==> src/rtl/alu_operand_stage.sv <==
// Operand stage: selects and bypass-forwards ALU operands from decode, then
// holds them in a one-entry valid/ready output register for execute.
module alu_operand_stage #(
  parameter int XLEN         = 32,
  parameter int NFWD         = 2,
  parameter int SRCA_SEL_LEN = 2,
  parameter int SRCB_SEL_LEN = 3
) (
  input  logic                    clk,
  input  logic                    rst_n,
  input  logic                    in_valid,
  output logic                    in_ready,
  input  logic [SRCA_SEL_LEN-1:0] srca_sel,
  input  logic [SRCB_SEL_LEN-1:0] srcb_sel,
  input  logic [4:0]              rs1_addr,
  input  logic [4:0]              rs2_addr,
  input  logic [XLEN-1:0]         rs1,
  input  logic [XLEN-1:0]         rs2,
  input  logic [XLEN-1:0]         pc,
  input  logic [XLEN-1:0]         imm_i,
  input  logic [XLEN-1:0]         imm_s,
  input  logic [XLEN-1:0]         imm_u,
  input  logic [XLEN-1:0]         imm_j,
  input  logic [NFWD-1:0]         fwd_valid,
  input  logic [5*NFWD-1:0]       fwd_rd,
  input  logic [XLEN*NFWD-1:0]    fwd_data,
  input  logic                    flush,
  output logic                    out_valid,
  input  logic                    out_ready,
  output logic [XLEN-1:0]         srca,
  output logic [XLEN-1:0]         srcb,
  output logic [XLEN-1:0]         store_data,
  output logic [XLEN-1:0]         out_pc
);

  localparam logic [SRCA_SEL_LEN-1:0] SRCA_RS1   = SRCA_SEL_LEN'(0);
  localparam logic [SRCA_SEL_LEN-1:0] SRCA_PC    = SRCA_SEL_LEN'(1);
  localparam logic [SRCB_SEL_LEN-1:0] SRCB_RS2   = SRCB_SEL_LEN'(0);
  localparam logic [SRCB_SEL_LEN-1:0] SRCB_IMM_I = SRCB_SEL_LEN'(1);
  localparam logic [SRCB_SEL_LEN-1:0] SRCB_IMM_S = SRCB_SEL_LEN'(2);
  localparam logic [SRCB_SEL_LEN-1:0] SRCB_IMM_U = SRCB_SEL_LEN'(3);
  localparam logic [SRCB_SEL_LEN-1:0] SRCB_IMM_J = SRCB_SEL_LEN'(4);
  localparam logic [SRCB_SEL_LEN-1:0] SRCB_FOUR  = SRCB_SEL_LEN'(5);

  logic            accept;
  logic [XLEN-1:0] rs1_fwd;
  logic [XLEN-1:0] rs2_fwd;
  logic [XLEN-1:0] srca_next;
  logic [XLEN-1:0] srcb_next;

  // Handshake: a transfer happens on an edge where valid && ready are both 1.
  // in_ready depends only on the output register (never on in_valid), and
  // out_valid/data stay stable until out_ready; flush beats everything but reset.
  assign in_ready = !out_valid || out_ready;
  assign accept   = in_valid && in_ready && !flush;

  // Scan from oldest to youngest so the lowest matching index wins.
  always_comb begin
    rs1_fwd = rs1;
    rs2_fwd = rs2;
    for (int i = NFWD - 1; i >= 0; i--) begin
      if (fwd_valid[i] && (rs1_addr != 5'd0) && (fwd_rd[5*i +: 5] == rs1_addr))
        rs1_fwd = fwd_data[XLEN*i +: XLEN];
      if (fwd_valid[i] && (rs2_addr != 5'd0) && (fwd_rd[5*i +: 5] == rs2_addr))
        rs2_fwd = fwd_data[XLEN*i +: XLEN];
    end
  end

  always_comb begin
    srca_next = '0;
    case (srca_sel)
      SRCA_RS1: srca_next = rs1_fwd;
      SRCA_PC:  srca_next = pc;
      default:  srca_next = '0;
    endcase
  end

  always_comb begin
    srcb_next = '0;
    case (srcb_sel)
      SRCB_RS2:   srcb_next = rs2_fwd;
      SRCB_IMM_I: srcb_next = imm_i;
      SRCB_IMM_S: srcb_next = imm_s;
      SRCB_IMM_U: srcb_next = imm_u;
      SRCB_IMM_J: srcb_next = imm_j;
      SRCB_FOUR:  srcb_next = XLEN'(4);
      default:    srcb_next = '0;
    endcase
  end

  always_ff @(posedge clk) begin
    if (!rst_n) begin
      out_valid  <= 1'b0;
      srca       <= '0;
      srcb       <= '0;
      store_data <= '0;
      out_pc     <= '0;
    end else if (flush) begin
      out_valid <= 1'b0;
    end else if (accept) begin
      out_valid  <= 1'b1;
      srca       <= srca_next;
      srcb       <= srcb_next;
      store_data <= rs2_fwd;
      out_pc     <= pc;
    end else if (out_ready) begin
      out_valid <= 1'b0;
    end
  end

endmodule

==> config.mk <==
export PLATFORM = sky130hd
export DESIGN_NAME = alu_operand_stage
export DESIGN_NICKNAME = d
export VERILOG_FILES = /design/src/rtl/alu_operand_stage.sv
export SDC_FILE = /design/constraint.sdc
export NUM_CORES = 1
export LEC_CHECK = 0
export BUFFER_PORTS_ARGS = -buffer_cell sky130_fd_sc_hd__buf_2
export CORE_AREA = 5 5 170 172
export CTS_CLUSTER_SIZE = 30
export DETAILED_ROUTE_END_ITERATION = 10
export DIE_AREA = 0 0 175 177
export PLACE_DENSITY = 0.59
export RECOVER_POWER = 100
export SYNTH_ARGS = -nofsm -noshare
export SYNTH_HDL_FRONTEND = slang
export SYNTH_SLANG_ARGS = --single-unit
export TNS_END_PERCENT = 1
==> constraint.sdc <==
create_clock -name clk -period 3.1 [get_ports clk]
set_input_delay 0.62 -clock clk [delete_from_list [all_inputs] [get_ports clk]]
set_output_delay 0.62 -clock clk [all_outputs]
set_load 0.005 [all_outputs]
==> After elaboration in Yosys (flattened, before gate mapping) <==
Index checks and enable logic that the tools add are counted.
{ "classes": {"n_addsub": 0, "n_mul": 0, "div": 0, "magnitude_cmp": 0, "n_eq_ne": 10, "shift": 0, "muxes": 8, "bitwise": 2, "reduce_logical": 20} }
{ "op_table": {"columns": ["op", "n"], "rows": [
  ["$pmux 32 s6", 1],
  ["$mux 32", 4],
  ["$pmux 32 s2", 1],
  ["$eq 5x5->1", 4],
  ["$logic_and 1x1->1", 10],
  ["$reduce_bool 5->1", 2],
  ["$eq 3x2->1 const B", 2],
  ["$eq 3x3->1 const B", 2],
  ["$eq 3x1->1 const B", 1],
  ["$logic_not 3->1", 1],
  ["$eq 2x1->1 const B", 1],
  ["$logic_not 1->1", 2],
  ["$logic_not 2->1", 1],
  ["$mux 1", 2],
  ["$not 1->1", 2],
  ["$reduce_and 2->1", 1],
  ["$reduce_bool 2->1", 1],
  ["$reduce_or 2->1", 1],
  ["$logic_or 1x1->1", 1]
]} }
{ "word_totals": {"ff_bits": 129, "latchBits": 0, "ram_bits": 0, "romBits": 0, "input_bits": 320, "out_inout_bits": 130, "wordCells": 45, "memories": 0} }

==> Depth between registers and ports, before layout <==
Gate-level depths: netlist (run 1).
{ "logic_depth": {"word_depth": 6, "depth_mapped": 8, "depth_no_buf": 6} }

==> Least setup slack after synthesis (run 1) <==
Ideal clock, no wire load.
{ "synth_path": {"path_type": "input port to flip-flop", "startpoint": "input port fwd_rd[2]", "endpoint": "register srca[10]", "arrival_ps": 1982, "t_required_ps": 2978, "slack_ps": 996, "stages": 8, "path_buffers": 3, "path_cell_list": "or2_0 > o21a_1 > or3_1 > buf_2 > nand2b_1 > buf_4 > buf_2 > o21ai_1"} }
{ "synth_via": {"elab_chain_cells": 4} }
{ "synth_lines": {"columns": ["element", "line", "text"], "rows": [
  ["start, declared", "25", "input logic [5*NFWD-1:0] fwd_rd,"],
  ["$eq 5x5->1", "62", "if (fwd_valid[i] && (rs1_addr != 5'd0) && (fwd_rd[5*i +: 5] == rs1_addr))"],
  ["$logic_and 1x1->1", "62", null],
  ["$mux 32", "62", null],
  ["$pmux 32 s2", "71", "case (srca_sel)"],
  ["end signal, assigned", "102", "srca <= srca_next;"],
  ["end, declared", "30", "output logic [XLEN-1:0] srca,"]
]} }
No other way between the ends.
A chain may end at the register's enable or synchronous reset.

==> Worst setup path after layout (run 1) <==
{ "layout_path": {"startpoint": "register out_valid", "endpoint": "register srca[12]"} }
{ "layout_via": {"elab_chain_cells": 5} }
{ "layout_lines": {"columns": ["element", "line", "text"], "rows": [
  ["start, declared", "28", "output logic out_valid,"],
  ["start signal, assigned", "93", "out_valid <= 1'b0;"],
  ["start signal, assigned", "99", "out_valid <= 1'b0;"],
  ["start signal, assigned", "101", "out_valid <= 1'b1;"],
  ["$logic_not 1->1", "54", "assign in_ready = !out_valid || out_ready;"],
  ["$logic_or 1x1->1", "54", null],
  ["$logic_and 1x1->1 (2 in a row)", "55", "assign accept = in_valid && in_ready && !flush;"],
  ["$reduce_and 2->1 (no source line)", null, null]
]} }
No other way between the ends.

==> impl_metrics.csv, run 1 <==
group,metric,value,unit
power,ir_drop,350.9,uV
cts,clk_pin_slew,60,ps
grt,grt_pass1_vias,9536,
cts,ctsResizeCount,0,
yosys,yosysTopAreaCell,"dfxtp_1",
grt,grt_use_total,24.80,%
sta,rsz0062_at_grt,"no",
worst_setup_path,critPathCaptureType,"flip-flop",
power,power,4.839,mW
final_layout,final_cells,1727,
worst_setup_path,start_kind,"flip-flop",
cts,clockRootBuffer,"clkbuf_16",
floorplanning,die_h,177,um
route,wl_per_cell,23.52,um
worst_setup_path,cp.required,3380,ps
route,num_vias,9642,
worst_setup_path,worst-r2r-setup-slack,590,ps
cts,clock_latency,420,ps
route,dr.pass1.iters,6,
floorplanning,ioPinCount,450,
cts,postCtsHoldBufs,0,
floorplanning,num_rows,61,
worst_setup_path,worstPathArrival,2790,ps
yosys,synth_top_area_share,31.82,%
final_layout,fin_nets,1678,
yosys,syn-num-nets,1296,
route,viasPerCell,5.583,
floorplanning,core_area,0.02732,mm^2
cts,cts.sinks,129,
sta,finalClockSkew,6.437,ps
sta,hold_viol,0,
power,p_leak,4.450,nW
final_layout,layout_common_cells,"353 x buf_2, 129 x dfxtp_1, 109 x nand2_1, 96 x clkbuf_1, 88 x o21ai_0",
final_layout,synthToLayoutAreaGrowth,36.13,%
sta,fin_ws,590.6,ps
min_path,min_path_type,"reg -> reg",
cts,cts_setup_buffers,0,
worst_setup_path,reg2reg_depth,6,
outcome,status,"finished clean",
min_path,hold_depth,2,
placement,dpl.cell_count,1685,
cts,cts_tree,"built",
grt,antenna_found_initial,10,
sta,timing.hold.ws,455.8,ps
grt,gr-total-overflow,0,
sta,worst_pin_slew,1345,ps
yosys,synth_warnings,0,
grt,grt_max_degree,138,
final_layout,mostFrequentLayoutCell,"buf_2",
yosys,synth_area,0.008117,mm^2
sta,fmaxAchievable,398.5,MHz
route,drc,0,
cts,cts_buffer_depth,2,
floorplanning,fp.dieW,175,um
grt,grt_pass1_wl,59450,um
yosys,ys_seq_area_share,31.82,%
yosys,syn_avg_cell_area,8.316,um^2
placement,place.gp.congestion,0.9599,
power,power.density,437.9,mW/mm^2
final_layout,fill_cells,2888,
placement,pre_cts_ws,436.6,ps
route,drt_wl_total,40610,um
cts,cts_made_buffers,17,
sta,maxSlewViolCount,0,
yosys,yosys_register_bits,129,
route,drtIter0Drc,906,
cts,htree_levels,4,
sta,setup_viol,0,
placement,place_hpwl,31990,um
sta,max_slew_margin,10.32,%
final_layout,drive_gt1_share,32.17,%
sta,fin_tns_setup,0,ps
floorplanning,die_area,0.03098,mm^2
placement,io_buffers,449,
sta,fin_crit_sh,80.95,%
yosys,synth_area_leaders,"dfxtp_1 32%, a22oi_1 7.9%, mux2i_1 7.8%, o221ai_1 6.2%, nand2_1 5.0%",
worst_setup_path,crit_type,"reg -> reg",
route,ant_nets,0,
yosys,ys_types,50,
flow_run,maxCapViolations,0,
worst_setup_path,path_max_fanout,64,
floorplanning,start_util,29.71,%
yosys,syn_inst,976,
sta,fin_crit,2509,ps
-- cell usage after synthesis (all sizes together) --
| cell type | instances |
|---|---|
| nor2 | 35 |
| or4 | 1 |
| or2 | 1 |
| a211oi | 13 |
| nand2b | 5 |
| o21a | 3 |
| a311oi | 1 |
| nor4 | 3 |
| o21ai | 88 |
| o221ai | 57 |
| and2 | 4 |
| a31oi | 1 |
| nand3 | 54 |
| a21boi | 32 |
| nand2 | 110 |
| a22oi | 85 |
| dfxtp | 129 |
| a21oi | 1 |
| buf | 37 |
| nor2b | 11 |
| xnor2 | 14 |
| inv | 4 |
| o211a | 2 |
| clkbuf | 75 |
| nand4 | 2 |
| mux2i | 63 |
| a2111oi | 4 |
| xor2 | 4 |
| or3 | 3 |
| o211ai | 32 |
| o31ai | 43 |
| and3 | 25 |
| nor3 | 3 |
| and4 | 6 |
| a221oi | 25 |
-- power breakdown --
part | leakage (nW) | internal [mW] | switching (mW) | total, mW
registers | 1.05 | 1.75 | 0.0518 | 1.80
logic | 3.11 | 0.406 | 0.562 | 0.968
clock network | 0.285 | 1.22 | 0.851 | 2.07
total | 4.45 | 3.37 | 1.46 | 4.84
-- flip-flops by register name, summed over array words and instances (netlist names) --
register / flops
out_pc: 32
out_valid: 1
srca: 32
srcb: 32
store_data: 32
-- layout make-up --
type | instances | area, um^2 | share of cell area [%]
multi-input cells | 731 | 5015 | 45.39
flip-flops and latches | 129 | 2582 | 23.37
repair buffers | 475 | 2386 | 21.59
clock buffers | 19 | 442.9 | 4.009
well taps | 346 | 432.9 | 3.918
clock inverters | 13 | 150.1 | 1.359
diodes | 10 | 25.02 | 0.2265
inverters | 4 | 15.01 | 0.1359
-- path summary, 6_finish.rpt --
check,from,endpoint
setup / recovery,out_valid,srca[12]
setup reg to reg,out_valid,srca[12]
hold / removal,store_data[25],store_data[25]
hold reg to reg,store_data[25],store_data[25]
-- per-layer routing --
metal	wire length (um)	vias up	track usage [%]
met5	0	-	0
met4	1335	0	9.362
li1	-	4538	-
met2	18920	531	40.27
met3	3360	66	5.319
met1	17000	4507	32.47
-- worst max-delay path: stages (launching register included) --
cell	delay, ps
dfxtp_1	320
nor2b_2	310
inv_1	140
nand2b_2	950
o21ai_0	290
a22oi_1	200
o21ai_0	130
-- metrics by stage --
step                      util [%]  cell area [um^2]
after floorplan                  -              8117
after global placement       38.65             10560
after detailed placement     38.65             10560
after CTS                    40.82             11150
after global routing         40.44             11050
final                        40.44             11050
-- cell families (layout without fill, tap and decap cells) --
kind of cell              after synthesis  in the layout  synth area share, %
and+or+nand+nor                       263            263                15.94
other                                   0             10                    0
muxes                                  63             63                7.769
AOI/OAI and AO/OA                     387            387                35.81
DFF                                   129            129                31.82
buffers and inverters                 116            511                6.629
xor gates and xnor gates               18             18                2.035
Note: power is estimated with default switching activity, not from simulation.
==> inputs of run 2 (changes only) <==
--- a/config.mk
+++ b/config.mk
@@ -10,7 +10,7 @@
 export CTS_CLUSTER_SIZE = 30
 export DETAILED_ROUTE_END_ITERATION = 10
 export DIE_AREA = 0 0 175 177
-export PLACE_DENSITY = 0.59
+export PLACE_DENSITY = 0.61
 export RECOVER_POWER = 100
 export SYNTH_ARGS = -nofsm -noshare
 export SYNTH_HDL_FRONTEND = slang
==> constraint.sdc (replaced) <==
create_clock -name clk -period 2.05 [get_ports clk]
set_input_delay 0.41 -clock clk [delete_from_list [all_inputs] [get_ports clk]]
set_output_delay 0.41 -clock clk [all_outputs]
set_load 0.005 [all_outputs]
==> run 2 against run 1 <==
  * Clock-buffer cell count stayed put
  * Non-clock buffer count is 40 higher
  * Die area stayed put
  * Clock skew is 0.81 ps higher
  * Hold slack worse by 210 ps
  * Combinational power is 61% higher
  * Sequential power is 51% higher
  * Sequential share of layout area is 0.99 points lower
  * Largest cell class unchanged
  * Maximum frequency is 35% higher
  * Core utilization is 1.8 points higher
  * Register-to-register slack worse by 400 ps
  * Setup slack worse by 400 ps
==> impl_metrics.csv, run 2 (synthesis results as in run 1) <==
group,metric,value,unit
floorplanning,start_util,29.71,%
cts,cts_tree,"built",
cts,cts_setup_buffers,0,
final_layout,drive_gt1_share,33.55,%
final_layout,regArea,0.002582,mm^2
floorplanning,die_h,177,um
sta,maxSlewViolCount,0,
cts,cts_made_buffers,17,
floorplanning,core_area,0.02732,mm^2
route,ant_nets,0,
placement,place_hpwl,33590,um
worst_setup_path,path_max_fanout,32,
final_layout,final_cells,1762,
cts,clock_latency,420,ps
grt,grt_use_total,25.54,%
flow_run,maxCapViolations,0,
cts,cts_buffer_depth,2,
sta,fmaxAchievable,536.7,MHz
grt,grt_pass1_vias,9572,
final_layout,layout_common_cells,"345 x buf_2, 129 x dfxtp_1, 109 x nand2_1, 104 x clkbuf_1, 86 x o21ai_0",
grt,grt_max_degree,92,
sta,rsz0062_at_grt,"no",
final_layout,mostFrequentLayoutCell,"buf_2",
route,drt_wl_total,42060,um
sta,worst_pin_slew,600.1,ps
worst_setup_path,crit_family,"simple AND/OR/NAND/NOR gates",
power,ir_drop,531.8,uV
cts,clk_pin_slew,70,ps
floorplanning,die_area,0.03098,mm^2
worst_setup_path,r2r-start,"out_valid",
sta,fin_crit,1863,ps
cts,cts.sinks,129,
floorplanning,fp.dieW,175,um
worst_setup_path,worstPathArrival,2190,ps
worst_setup_path,critPathCaptureType,"flip-flop",
min_path,min_path_type,"in -> reg",
worst_setup_path,path_buf_inv,1,
final_layout,fill_cells,2845,
worst_setup_path,crit_chain,"nor2b_4, nor2_8, nand2_4, or4_1, clkbuf_4, o31ai_1",
power,p_leak,4.701,nW
outcome,status,"finished clean",
min_path,min-delay-start,"pc[11]",
cts,postCtsHoldBufs,0,
floorplanning,num_rows,61,
power,power.density,680.4,mW/mm^2
sta,max_slew_margin,59.99,%
route,drtIter0Drc,762,
sta,timing.hold.ws,250.5,ps
cts,ctsResizeCount,0,
final_layout,fin_nets,1718,
cts,clockRootBuffer,"clkbuf_16",
route,num_vias,9889,
worst_setup_path,max_stage_delay,400,ps
cts,htree_levels,4,
sta,fin_ws,186.7,ps
placement,place.gp.congestion,0.9724,
worst_setup_path,crit_slowest_cell,"or4_1",
grt,gr-total-overflow,0,
sta,hold_viol,0,
sta,fin_crit_sh,90.89,%
grt,antenna_found_initial,6,
sta,setup_viol,0,
worst_setup_path,cp.required,2370,ps
grt,grt_pass1_wl,61000,um
placement,dpl.cell_count,1725,
final_layout,multi_input_area,0.005022,mm^2
placement,io_buffers,449,
worst_setup_path,crit_type,"reg -> reg",
route,drc,0,
final_layout,synthToLayoutAreaGrowth,42.16,%
placement,pre_cts_ws,-73.57,ps
route,dr.pass1.iters,5,
route,viasPerCell,5.612,
route,wl_per_cell,23.87,um
worst_setup_path,start_kind,"flip-flop",
final_layout,fin_util,42.23,%
floorplanning,ioPinCount,450,
worst_setup_path,startpoint,"out_valid",
sta,finalClockSkew,7.245,ps
## run 2: cell count changes in the layout (fill, tap and decap cells not counted), moves of 2 or more
cell / change
clkbuf_1: +8
buf_2: -8
inv_6: -4
clkbuf_4: +2
o21ai_0: -2
buf_12: +10
clkbuf_2: +2
buf_4: +26
bufinv_16: +4
o21ai_1: +2
diode_2: -4
## run 2: cell type report
type | instances | area share (%)
Timing Repair Buffer | 515 | 24.24
Sequential cell | 129 | 22.38
Clock buffer | 19 | 3.839
Clock inverter | 12 | 2.006
Inverter | 4 | 0.1301
Tap cell | 346 | 3.752
Multi-Input combinational cell | 731 | 43.53
Antenna cell | 6 | 0.1301
## run 2: worst paths after layout
path / end / slack (ps) / cells past startpoint
hold reg to reg: out_pc[6] / 470 / 2
setup / recovery: srcb[17] / 190 / 6
hold / removal: out_pc[11] / 250 / 3
setup reg to reg: srcb[17] / 190 / 6
## run 2: power breakdown
part           internal, mW  switching (mW)
sequential             2.64          0.0800
clock                  2.32            1.25
combinational         0.675           0.886
total                  5.64            2.21
## run 2: stage by stage
stage,area [um^2],setup TNS [ps],power [mW]
final,11540,0,7.851
after CTS,11690,0,7.929
after global routing,11540,0,8.146
after detailed placement,11010,-2146,4.362
after floorplan,8117,0,3.456
after global placement,11010,-1457,4.361
## run 2: routing by layer
| layer | GRT usage (%) | routed length [um] | vias up |
|---|---|---|---|
| met5 | 0 | 0 | - |
| met4 | 8.740 | 1219 | 0 |
| met3 | 4.935 | 3263 | 59 |
| met2 | 41.94 | 19830 | 538 |
| met1 | 33.75 | 17750 | 4675 |
| li1 | - | - | 4617 |
## run 2: worst min-delay path, cell delays in order
cell	delay, ps
buf_2	110
nand2_1	50
a21boi_0	60
